--- src/rtl/proc_pkg.sv ---
// Shared definitions for the proc_flags multicycle processor: opcodes,
// instruction field positions, bus select codes, branch conditions,
// time-step encodings and the ALU operation type.
package proc_pkg;

   // Opcodes, IR[15:13]
   localparam logic [2:0] OP_MV    = 3'b000;
   localparam logic [2:0] OP_MVT_B = 3'b001;  // mvt when M=1, b{cond} when M=0
   localparam logic [2:0] OP_ADD   = 3'b010;
   localparam logic [2:0] OP_SUB   = 3'b011;
   localparam logic [2:0] OP_LD    = 3'b100;
   localparam logic [2:0] OP_ST    = 3'b101;
   localparam logic [2:0] OP_AND   = 3'b110;
   localparam logic [2:0] OP_CMP   = 3'b111;

   // Immediate/register operand select bit in IR
   localparam int M_BIT = 12;

   // Bus select codes; 0..6 are r0..r6, 7 is pc
   localparam logic [3:0] SEL_PC   = 4'd7;
   localparam logic [3:0] SEL_G    = 4'd8;
   localparam logic [3:0] SEL_DIN  = 4'd9;
   localparam logic [3:0] SEL_IMM  = 4'd10;
   localparam logic [3:0] SEL_MVT  = 4'd11;
   localparam logic [3:0] SEL_ZERO = 4'd15;

   // Branch condition codes, IR[11:9]
   localparam logic [2:0] COND_AL = 3'b000;
   localparam logic [2:0] COND_EQ = 3'b001;
   localparam logic [2:0] COND_NE = 3'b010;
   localparam logic [2:0] COND_CC = 3'b011;
   localparam logic [2:0] COND_CS = 3'b100;
   localparam logic [2:0] COND_PL = 3'b101;
   localparam logic [2:0] COND_MI = 3'b110;
   localparam logic [2:0] COND_NV = 3'b111;

   typedef enum logic [2:0] {
      T0 = 3'd0,
      T1 = 3'd1,
      T2 = 3'd2,
      T3 = 3'd3,
      T4 = 3'd4,
      T5 = 3'd5
   } tstep_t;

   typedef enum logic [1:0] {
      ALU_ADD = 2'd0,
      ALU_SUB = 2'd1,
      ALU_AND = 2'd2
   } alu_op_t;

   // Evaluate a branch condition against the current flags
   function automatic logic cond_met(input logic [2:0] cond, input logic z,
                                     input logic n, input logic c);
      logic w_met;
      case (cond)
         COND_AL: w_met = 1'b1;
         COND_EQ: w_met = z;
         COND_NE: w_met = ~z;
         COND_CC: w_met = ~c;
         COND_CS: w_met = c;
         COND_PL: w_met = ~n;
         COND_MI: w_met = n;
         default: w_met = 1'b0;
      endcase
      return w_met;
   endfunction

endpackage

--- src/rtl/proc_alu.sv ---
// Datapath ALU: add, subtract (A + ~B + 1) and bitwise and, with carry out.
// For subtract the carry is 1 when no borrow occurs; for and it is 0 and
// the caller leaves its C flag untouched.
module proc_alu
   import proc_pkg::*;
#(
   parameter int DATA_W = 16
) (
   input  logic [DATA_W-1:0] i_a,
   input  logic [DATA_W-1:0] i_b,
   input  alu_op_t           i_op,
   output logic [DATA_W-1:0] o_result,
   output logic              o_c
);

   logic [DATA_W:0] w_sum;

   // Select the operation; results wrap modulo 2^DATA_W
   always_comb begin
      w_sum    = '0;
      o_result = '0;
      o_c      = 1'b0;
      case (i_op)
         ALU_ADD: begin
            w_sum    = {1'b0, i_a} + {1'b0, i_b};
            o_result = w_sum[DATA_W-1:0];
            o_c      = w_sum[DATA_W];
         end
         ALU_SUB: begin
            w_sum    = {1'b0, i_a} + {1'b0, ~i_b} + {{DATA_W{1'b0}}, 1'b1};
            o_result = w_sum[DATA_W-1:0];
            o_c      = w_sum[DATA_W];
         end
         ALU_AND: o_result = i_a & i_b;
         default: o_result = '0;
      endcase
   end

endmodule

--- src/rtl/proc_flags.sv ---
// Multicycle processor with r0..r6, pc as r7, a shared bus, an A/G ALU path
// and Z/N/C condition flags used by conditional PC-relative branches.
// Run is sampled only in T0; Done is a one-cycle pulse in the last step of
// every instruction, with no backpressure. The FSM step is r_tstep.
module proc_flags
   import proc_pkg::*;
#(
   parameter int                DATA_W   = 16,
   parameter int                ADDR_W   = 16,
   parameter logic [DATA_W-1:0] RESET_PC = '0
) (
   input  logic              Clock,
   input  logic              Resetn,
   input  logic [DATA_W-1:0] DIN,
   input  logic              Run,
   output logic [DATA_W-1:0] DOUT,
   output logic [ADDR_W-1:0] ADDR,
   output logic              W,
   output logic              Done
);

   tstep_t            r_tstep, w_next;
   logic [DATA_W-1:0] r_reg [0:6];
   logic [DATA_W-1:0] r_pc, r_a, r_g, r_dout;
   logic [15:0]       r_ir;
   logic [ADDR_W-1:0] r_addr;
   logic              r_w, r_z, r_n, r_c;

   logic [2:0]        w_op, w_rx, w_ry;
   logic              w_m, w_taken;
   logic [7:0]        w_rx_dec, w_rin;
   logic [3:0]        w_sel;
   logic [DATA_W-1:0] w_bus, w_imm, w_mvt, w_alu_res;
   logic              w_alu_c;
   alu_op_t           w_alu_op;
   logic              w_a_in, w_g_in, w_flag_in, w_ir_in, w_addr_in;
   logic              w_dout_in, w_w_d, w_pc_inc, w_done;

   assign w_op     = r_ir[15:13];
   assign w_m      = r_ir[M_BIT];
   assign w_rx     = r_ir[11:9];
   assign w_ry     = r_ir[2:0];
   assign w_imm    = {{(DATA_W-9){r_ir[8]}}, r_ir[8:0]};
   assign w_rx_dec = 8'b1 << w_rx;
   assign w_taken  = cond_met(w_rx, r_z, r_n, r_c);

   assign DOUT = r_dout;
   assign ADDR = r_addr;
   assign W    = r_w;
   assign Done = w_done;

   // mvt value: IR[7:0] in bus[15:8], every other bit zero
   always_comb begin
      w_mvt       = '0;
      w_mvt[15:8] = r_ir[7:0];
   end

   // Bus multiplexer; unused select codes drive zero
   always_comb begin
      w_bus = '0;
      case (w_sel)
         4'd0:     w_bus = r_reg[0];
         4'd1:     w_bus = r_reg[1];
         4'd2:     w_bus = r_reg[2];
         4'd3:     w_bus = r_reg[3];
         4'd4:     w_bus = r_reg[4];
         4'd5:     w_bus = r_reg[5];
         4'd6:     w_bus = r_reg[6];
         SEL_PC:   w_bus = r_pc;
         SEL_G:    w_bus = r_g;
         SEL_DIN:  w_bus = DIN;
         SEL_IMM:  w_bus = w_imm;
         SEL_MVT:  w_bus = w_mvt;
         default:  w_bus = '0;
      endcase
   end

   proc_alu #(.DATA_W(DATA_W)) u_alu (
      .i_a      (r_a),
      .i_b      (w_bus),
      .i_op     (w_alu_op),
      .o_result (w_alu_res),
      .o_c      (w_alu_c)
   );

   // Time-step register
   always_ff @(posedge Clock or negedge Resetn) begin
      if (!Resetn) r_tstep <= T0;
      else         r_tstep <= w_next;
   end

   // Next step and datapath controls for the current step and opcode
   always_comb begin
      w_next    = r_tstep;
      w_sel     = SEL_ZERO;
      w_rin     = 8'h00;
      w_alu_op  = ALU_ADD;
      w_a_in    = 1'b0;
      w_g_in    = 1'b0;
      w_flag_in = 1'b0;
      w_ir_in   = 1'b0;
      w_addr_in = 1'b0;
      w_dout_in = 1'b0;
      w_w_d     = 1'b0;
      w_pc_inc  = 1'b0;
      w_done    = 1'b0;
      case (r_tstep)
         T0: begin
            w_sel     = SEL_PC;
            w_addr_in = 1'b1;
            if (Run) begin
               w_pc_inc = 1'b1;
               w_next   = T1;
            end
         end
         T1: w_next = T2;
         T2: begin
            w_ir_in = 1'b1;
            w_next  = T3;
         end
         T3: begin
            case (w_op)
               OP_MV: begin
                  w_sel  = w_m ? SEL_IMM : {1'b0, w_ry};
                  w_rin  = w_rx_dec;
                  w_done = 1'b1;
                  w_next = T0;
               end
               OP_MVT_B: begin
                  if (w_m) begin
                     w_sel  = SEL_MVT;
                     w_rin  = w_rx_dec;
                     w_done = 1'b1;
                     w_next = T0;
                  end else if (w_taken) begin
                     w_sel  = SEL_PC;
                     w_a_in = 1'b1;
                     w_next = T4;
                  end else begin
                     w_done = 1'b1;
                     w_next = T0;
                  end
               end
               OP_ADD, OP_SUB, OP_AND, OP_CMP: begin
                  w_sel  = {1'b0, w_rx};
                  w_a_in = 1'b1;
                  w_next = T4;
               end
               default: begin  // ld, st
                  w_sel     = {1'b0, w_ry};
                  w_addr_in = 1'b1;
                  w_next    = T4;
               end
            endcase
         end
         T4: begin
            w_next = T5;
            case (w_op)
               OP_ADD, OP_SUB, OP_AND, OP_CMP: begin
                  w_sel     = w_m ? SEL_IMM : {1'b0, w_ry};
                  w_alu_op  = (w_op == OP_ADD) ? ALU_ADD :
                              (w_op == OP_AND) ? ALU_AND : ALU_SUB;
                  w_g_in    = 1'b1;
                  w_flag_in = 1'b1;
                  if (w_op == OP_CMP) begin
                     w_done = 1'b1;
                     w_next = T0;
                  end
               end
               OP_MVT_B: begin  // taken branch: G = pc + offset
                  w_sel  = SEL_IMM;
                  w_g_in = 1'b1;
               end
               OP_ST: begin
                  w_sel     = {1'b0, w_rx};
                  w_dout_in = 1'b1;
                  w_w_d     = 1'b1;
               end
               OP_LD: w_next = T5;
               default: w_next = T0;
            endcase
         end
         T5: begin
            w_done = 1'b1;
            w_next = T0;
            case (w_op)
               OP_ADD, OP_SUB, OP_AND: begin
                  w_sel = SEL_G;
                  w_rin = w_rx_dec;
               end
               OP_MVT_B: begin
                  w_sel = SEL_G;
                  w_rin = 8'h80;
               end
               OP_LD: begin
                  w_sel = SEL_DIN;
                  w_rin = w_rx_dec;
               end
               default: w_rin = 8'h00;
            endcase
         end
         default: w_next = T0;
      endcase
   end

   // Datapath registers and flags; a pc load outranks the fetch increment
   always_ff @(posedge Clock or negedge Resetn) begin
      if (!Resetn) begin
         for (int i = 0; i < 7; i++) r_reg[i] <= '0;
         r_pc   <= RESET_PC;
         r_a    <= '0;
         r_g    <= '0;
         r_ir   <= '0;
         r_dout <= '0;
         r_addr <= '0;
         r_w    <= 1'b0;
         r_z    <= 1'b0;
         r_n    <= 1'b0;
         r_c    <= 1'b0;
      end else begin
         for (int i = 0; i < 7; i++) begin
            if (w_rin[i]) r_reg[i] <= w_bus;
         end
         if (w_rin[7])      r_pc <= w_bus;
         else if (w_pc_inc) r_pc <= r_pc + DATA_W'(1);
         if (w_a_in)    r_a    <= w_bus;
         if (w_g_in)    r_g    <= w_alu_res;
         if (w_ir_in)   r_ir   <= DIN[15:0];
         if (w_addr_in) r_addr <= w_bus[ADDR_W-1:0];
         if (w_dout_in) r_dout <= w_bus;
         r_w <= w_w_d;
         if (w_flag_in) begin
            r_z <= (w_alu_res == '0);
            r_n <= w_alu_res[DATA_W-1];
            if (w_alu_op != ALU_AND) r_c <= w_alu_c;
         end
      end
   end

endmodule

--- config.mk ---
export PLATFORM = sky130hd
export DESIGN_NAME = proc_flags
export DESIGN_NICKNAME = d
export VERILOG_FILES = /design/src/rtl/proc_pkg.sv /design/src/rtl/proc_alu.sv /design/src/rtl/proc_flags.sv
export SDC_FILE = /design/constraint.sdc
export NUM_CORES = 1
export LEC_CHECK = 0
export ABC_AREA = 1
export CAP_MARGIN = 10
export CORE_AREA = 4 4 204 206
export DETAILED_ROUTE_END_ITERATION = 16
export DIE_AREA = 0 0 208 210
export PLACE_DENSITY = 0.44
export SLEW_MARGIN = 10
export SYNTH_ARGS = -nofsm -noshare
export SYNTH_HDL_FRONTEND = slang
export SYNTH_SLANG_ARGS = --single-unit
--- constraint.sdc ---
create_clock -name Clock -period 6 [get_ports Clock]
set_clock_uncertainty 0.15 [all_clocks]
set_input_delay 1.2 -clock Clock [delete_from_list [all_inputs] [get_ports Clock]]
set_output_delay 1.2 -clock Clock [all_outputs]
set_load 0.005 [all_outputs]
Yosys cells after proc, flatten, opt, wreduce, memory -nomap -nowiden

Cells that the tools add are included.

Register bits after elaboration: 215

Bitwise gates (word level): 5
Eq/ne operators: 33
Shift operators: 1
Reductions and logical operators: 14
Multiplexer cells: 49
Add/subtract/negate cells: 4

Operator list:

| kind                                          | number |
|---|---|
| case mux 16 bit (12 select lines)             | 1 |
| case mux 16 bit (3 select lines)              | 1 |
| case mux 8 bit (2 select lines)               | 3 |
| adder 16 x 16 -> 17 bit                       | 2 |
| two-way mux 16 bit                            | 2 |
| == test 3 bit, second input constant          | 9 |
| case mux 4 bit (3 select lines)               | 2 |
| == test 3 x 2 -> 1 bit, second input constant | 6 |
| case mux 3 bit (2 select lines)               | 3 |
| adder 17 x 1 -> 17 bit, second input constant | 1 |
| two-way mux 1 bit                             | 17 |
| adder 16 x 1 -> 16 bit, second input constant | 1 |
| AND 16 bit                                    | 1 |
| == test 4 x 3 -> 1 bit, second input constant | 4 |
| == test 4 bit, second input constant          | 4 |
| zero test 16 bit                              | 1 |
| NOT 16 bit                                    | 1 |
| case mux 4 bit (4 select lines)               | 1 |
| case mux 3 bit (5 select lines)               | 1 |
| two-way mux 3 bit                             | 4 |
| two-way mux 4 bit                             | 3 |
| OR reduction 4 bit                            | 3 |
| == test 3 x 1 -> 1 bit, second input constant | 3 |
| zero test 3 bit                               | 3 |
| other kinds (19)                              | 29 |

Depth between registers and ports, before layout

Depth in word-level cells: 13
Gate-level depth with buffers: 36
Depth with buffers taken out: 33

Hierarchy

A second synthesis with hierarchy kept.

Cell total of the unflattened synthesis: 1910
Area total of the unflattened synthesis: 13187.6 um2

By module, submodules not included:

| module     | cells each | area an instance (um2) | times used |
|---|---|---|---|
| proc_flags | 1467       | 10990.5                | 1 |
| proc_alu   | 443        | 2197.1                 | 1 |

Worst setup path after synthesis

Ideal clock, no wire load.

Path kind: register to register
Start point: register r_ir[14]
End point: register r_z
Library setup time: 65 ps
Stages on the path, launching flop included: 32
Arrival time: 3608 ps
Slack: 2177 ps
Path through: dfrtp_1 > buf_6 > nor2_1 > nand2_1 > inv_1 > nand3_1 > o21ai_1 > nor2_2 > nor2_1 > nor2_2 > nor2_4 > buf_2 > nand3_1 > nand2_1 > nor2_1 > nand3_2 > buf_2 > inv_1 > ha_1 > clkbuf_1 > nand2_1 > o21ai_0 > inv_1 > nand2_1 > nand3_1 > a21oi_1 > o21ai_0 > nor2_1 > nand2_1 > nor2_1 > nand4_1 > nand2_1

Longest elaborated chain between the ends: 11
Elaborated cells between the ends (all ways): 43
Classes of those cells: add/sub (3); eq/ne (20); mux (12); bitwise (2); reduce/logical (6)

Ends and longest elaborated chain:

| what                                                          | RTL line                                                | text |
|---|---|---|
| start: declaration                                            | proc_flags.sv:25                                        | `logic [15:0] r_ir;` |
| start signal: assignment                                      | proc_flags.sv:228                                       | `if (w_ir_in) r_ir <= DIN[15:0];` |
| == test 3 x 2 -> 1 bit, or another cell as far along          | proc_flags.sv:122, proc_flags.sv:158, proc_flags.sv:186 |  |
| OR reduction 4 bit (on tied branches)                         | n/a                                                     |  |
| case mux 4 bit (3 select lines), or another cell as far along | proc_flags.sv:158                                       | `case (w_op)` |
| case mux 4 bit (4 select lines) (*)                           | proc_flags.sv:107                                       | `case (r_tstep)` |
| == test 4 bit, or another cell as far along                   | proc_flags.sv:61                                        | `case (w_sel)` |
| case mux 16 bit (12 select lines) (*)                         | proc_flags.sv:61                                        |  |
| net u_alu.i_b[6]                                              | proc_alu.sv:10                                          | `input logic [DATA_W-1:0] i_b,` |
| NOT 16 bit                                                    | proc_alu.sv:30                                          | `w_sum = {1'b0, i_a} + {1'b0, ~i_b} + {{DATA_W{1'b0}}, 1'b1};` |
| adder 16 x 16 -> 17 bit                                       | proc_alu.sv:30                                          |  |
| adder 17 x 1 -> 17 bit                                        | proc_alu.sv:30                                          |  |
| case mux 16 bit (3 select lines) (*)                          | proc_alu.sv:23                                          | `case (i_op)` |
| zero test 16 bit (*)                                          | proc_flags.sv:233                                       | `r_z <= (w_alu_res == '0);` |
| end signal: assignment                                        | proc_flags.sv:233                                       |  |
| end: declaration                                              | proc_flags.sv:27                                        | `logic r_w, r_z, r_n, r_c;` |

The timed path passes the listed nets; every way through them passes the cells marked *.
A chain may end at the register's enable or synchronous reset.

Worst setup path after layout

Start point: register r_tstep[0]
End point: register r_z

Longest elaborated chain between the ends: 9
Elaborated cells between the ends (all ways): 30
Classes of those cells: add/sub (3); eq/ne (16); mux (5); bitwise (2); reduce/logical (4)

Ends and longest elaborated chain:

| what                                        | RTL line          | text |
|---|---|---|
| start: declaration                          | proc_flags.sv:22  | `tstep_t r_tstep, w_next;` |
| start signal: assignment                    | proc_flags.sv:89  | `else r_tstep <= w_next;` |
| == test 3 bit, or another cell as far along | proc_flags.sv:107 |  |
| case mux 4 bit (4 select lines)             | proc_flags.sv:107 |  |
| == test 4 bit, or another cell as far along | proc_flags.sv:61  |  |
| case mux 16 bit (12 select lines)           | proc_flags.sv:61  |  |
| NOT 16 bit                                  | proc_alu.sv:30    |  |
| adder 16 x 16 -> 17 bit                     | proc_alu.sv:30    |  |
| adder 17 x 1 -> 17 bit                      | proc_alu.sv:30    |  |
| case mux 16 bit (3 select lines)            | proc_alu.sv:23    |  |
| zero test 16 bit                            | proc_flags.sv:233 |  |

Several ways; a longest one is shown, not always the timed one.

==> flow_summary.yaml <==
status:
  status: "complete, no violations"
sta:
  slew-limit-headroom_pct: 23.98
  tns_ps: 0
  timing.fmax_mhz: 192.2
  period_minus_slack_ps: 5204
  period_share_pct: 86.73
  finalMaxSlewViolations: 0
  hold_viol: 0
  rsz0062_at_grt: "false"
  worstMarginPinSlew_ps: 1138
  setup_viol: 0
global_routing:
  grt_max_degree: 90
  use_met1_pct: 33.18
  grt_pass1_wl_um: 78850
  use_met3_pct: 3.795
  busiest_layer: "met2"
  grt_usage_pct: 23.34
  first_global_vias: 12160
  grt_use_met2_pct: 36.64
  grt_overflow: 0
  antenna_found_initial: 0
critical_path:
  critPathRequiredTime_ps: 6360
  critPathSlowestCell: "nor2_2"
  endpoint_kind: "register"
  cp.arrival_ps: 5570
  critPathMaxStageDelay_ps: 670
  worstSetupPathType: "reg2reg"
  cpMostUsedCell: "nand2_1"
  cp_max_fo: 18
  cp-start-kind: "register"
final_layout:
  drive_above_1_share_pct: 7.846
  area_delta_synth_final_pct: 14.80
  final-seq-area_um2: 5380
  antennaDiodeCount: 0
  multi_input_area_um2: 6653
  fillers: 4319
  largest_register_ffs: 112
  final_nets: 1938
yosys:
  yosysSeqAreaShare_pct: 41.43
  post-synth-top-area-cell: "dfrtp_1"
  synth_warnings: 0
  avgSynthCellArea_um2: 7.024
  synth_area_um2: 12990
  synth_top_area_share_pct: 41.43
  synthTopCellsByArea: "dfrtp_1, nand2_1, nand3_1"
  postSynthCellCount: 1849
  synth_seq_cells: 215
  synthDistinctLibCells: 45
  synth_nets: 1907
floorplan:
  coreArea_um2: 39640
  start_util_pct: 32.76
  fp.dieH_um: 210
  die_w_um: 208
  ios: 53
  num_rows: 73
  dieArea_um2: 43680
clock_network:
  post_cts_resize_count: 0
  clock_latency_ps: 580
  htree_levels: 1
  cts.sinks: 215
  path_clk_slew_ps: 60
  tritoncts: "yes"
  cts_max_path_buffers: 3
  cts_root_buf: "clkbuf_16"
  postCtsHoldBufs: 0
  cts_buffers: 27
  postCtsSetupBuffers: 0
hold_path:
  hp-class: "reg2reg"
drt:
  via_count: 12470
  via_per_inst: 5.144
  dr.pass1.iters: 6
  drt_iter0_drc: 985
  ant_nets: 0
  drc: 0
  wl_um: 52270
  wl_per_cell_um: 21.57
place:
  dp_hpwl_um: 36640
  io_buffers: 52
  gp_congestion: 0.8881
run:
  cap_violations: 0
## path summary, 6_finish.rpt
kind,start,end,slack (ps),cells after the start
worst min register to register,r_reg[70]$_DFFE_PN0P_,r_reg[70]$_DFFE_PN0P_,330,2
worst max-delay path,r_tstep[0]$_DFFE_PN0P_,r_z$_DFFE_PN0P_,800,30
worst max register to register,r_tstep[0]$_DFFE_PN0P_,r_z$_DFFE_PN0P_,800,30
max in group asynchronous,Resetn,r_reg[84]$_DFFE_PN0P_,4050,2
min in group asynchronous,Resetn,r_ir[14]$_DFFE_PN0P_,480,1
worst min-delay path,r_reg[70]$_DFFE_PN0P_,r_reg[70]$_DFFE_PN0P_,330,2
## per-stage QoR
stage                     instance area (um2)  setup WS [ps]  util, %  cells  hold WS (ps)
after global routing                    14910          353.2    37.61   2424         342.9
after detailed placement                14040          830.8    35.41   2376         314.3
after CTS                               14910          798.1    37.61   2424         332.6
after global placement                  14040          841.5    35.41   2376         313.2
after floorplan                         12990           2177        -   1849         298.9
final                                   14910          796.0    37.61   2424         328.2
## kinds of logic after synthesis
| kind of cell | share of synthesized area, % |
|---|---|
| compound gates | 6.252 |
| xor+xnor | 0.4046 |
| fa+ha+maj | 3.873 |
| buf+inv | 7.486 |
| flops | 41.43 |
| mux | 0.7707 |
| simple gates | 39.79 |
## routing by layer
layer	up-vias	part of all wire, %
li1	5981	-
met1	6008	46
met2	395	45
met3	85	5.9
met4	0	3.3
met5	-	0
## synth_stat cells, drive strengths merged
cell type	instances
nand2	762
dfrtp	215
nand3	214
nor2	173
inv	125
a21oi	67
o21ai	62
buf	55
nand4	48
ha	37
clkbuf	35
nor3	13
mux2	8
xor2	5
o211ai	4
a21o	3
a31oi	3
nand3b	3
fa	2
o21a	2
o22ai	2
or2	2
a21boi	1
a221oi	1
and3	1
mux2i	1
nor4	1
o21bai	1
o221ai	1
o311ai	1
xnor2	1
## cell type report
cell class,instances,area share [%]
multi-input combinational,1419,44.62
sequential,215,36.09
timing repair buffer,92,5.874
clock buffer,39,5.237
tap,525,4.406
inverter,125,3.164
clock inverter,9,0.6126
## critical path, delay by kind of cell (launching register included)
kind,cells,cell delay (ps)
adder cells (fa/ha/maj),2,650
AND/OR/NAND/NOR,25,3290
flip-flops,1,450
buffers and inverters,3,590
## cells in the final DEF, fill, tap and decap left out, types with 2 or more instances in the layout
master | Yosys | routed
a21o_1 | 3 | 3
a21oi_1 | 65 | 65
a31oi_1 | 3 | 3
buf_12 | 0 | 4
buf_4 | 25 | 36
clkbuf_1 | 35 | 6
clkbuf_16 | 0 | 27
clkbuf_8 | 0 | 6
clkdlybuf4s50_1 | 0 | 51
clkinv_2 | 0 | 5
dfrtp_1 | 215 | 215
fa_1 | 2 | 2
ha_1 | 37 | 37
inv_1 | 113 | 113
inv_2 | 11 | 11
mux2_2 | 8 | 8
nand2_1 | 755 | 755
nand2_2 | 7 | 7
nand3_1 | 195 | 195
nand3_2 | 19 | 19
nand3b_1 | 2 | 2
nand4_1 | 47 | 47
nor2_1 | 162 | 159
nor2_2 | 8 | 9
nor2_4 | 3 | 5
nor3_1 | 13 | 13
o211ai_1 | 4 | 4
o21a_1 | 2 | 2
o21ai_0 | 52 | 52
o21ai_1 | 10 | 10
o22ai_1 | 2 | 2
xor2_1 | 5 | 5
Power is left out: the tool's default activity adds up to more than one toggle a clock period on the data nets, which glitch-free logic cannot reach.
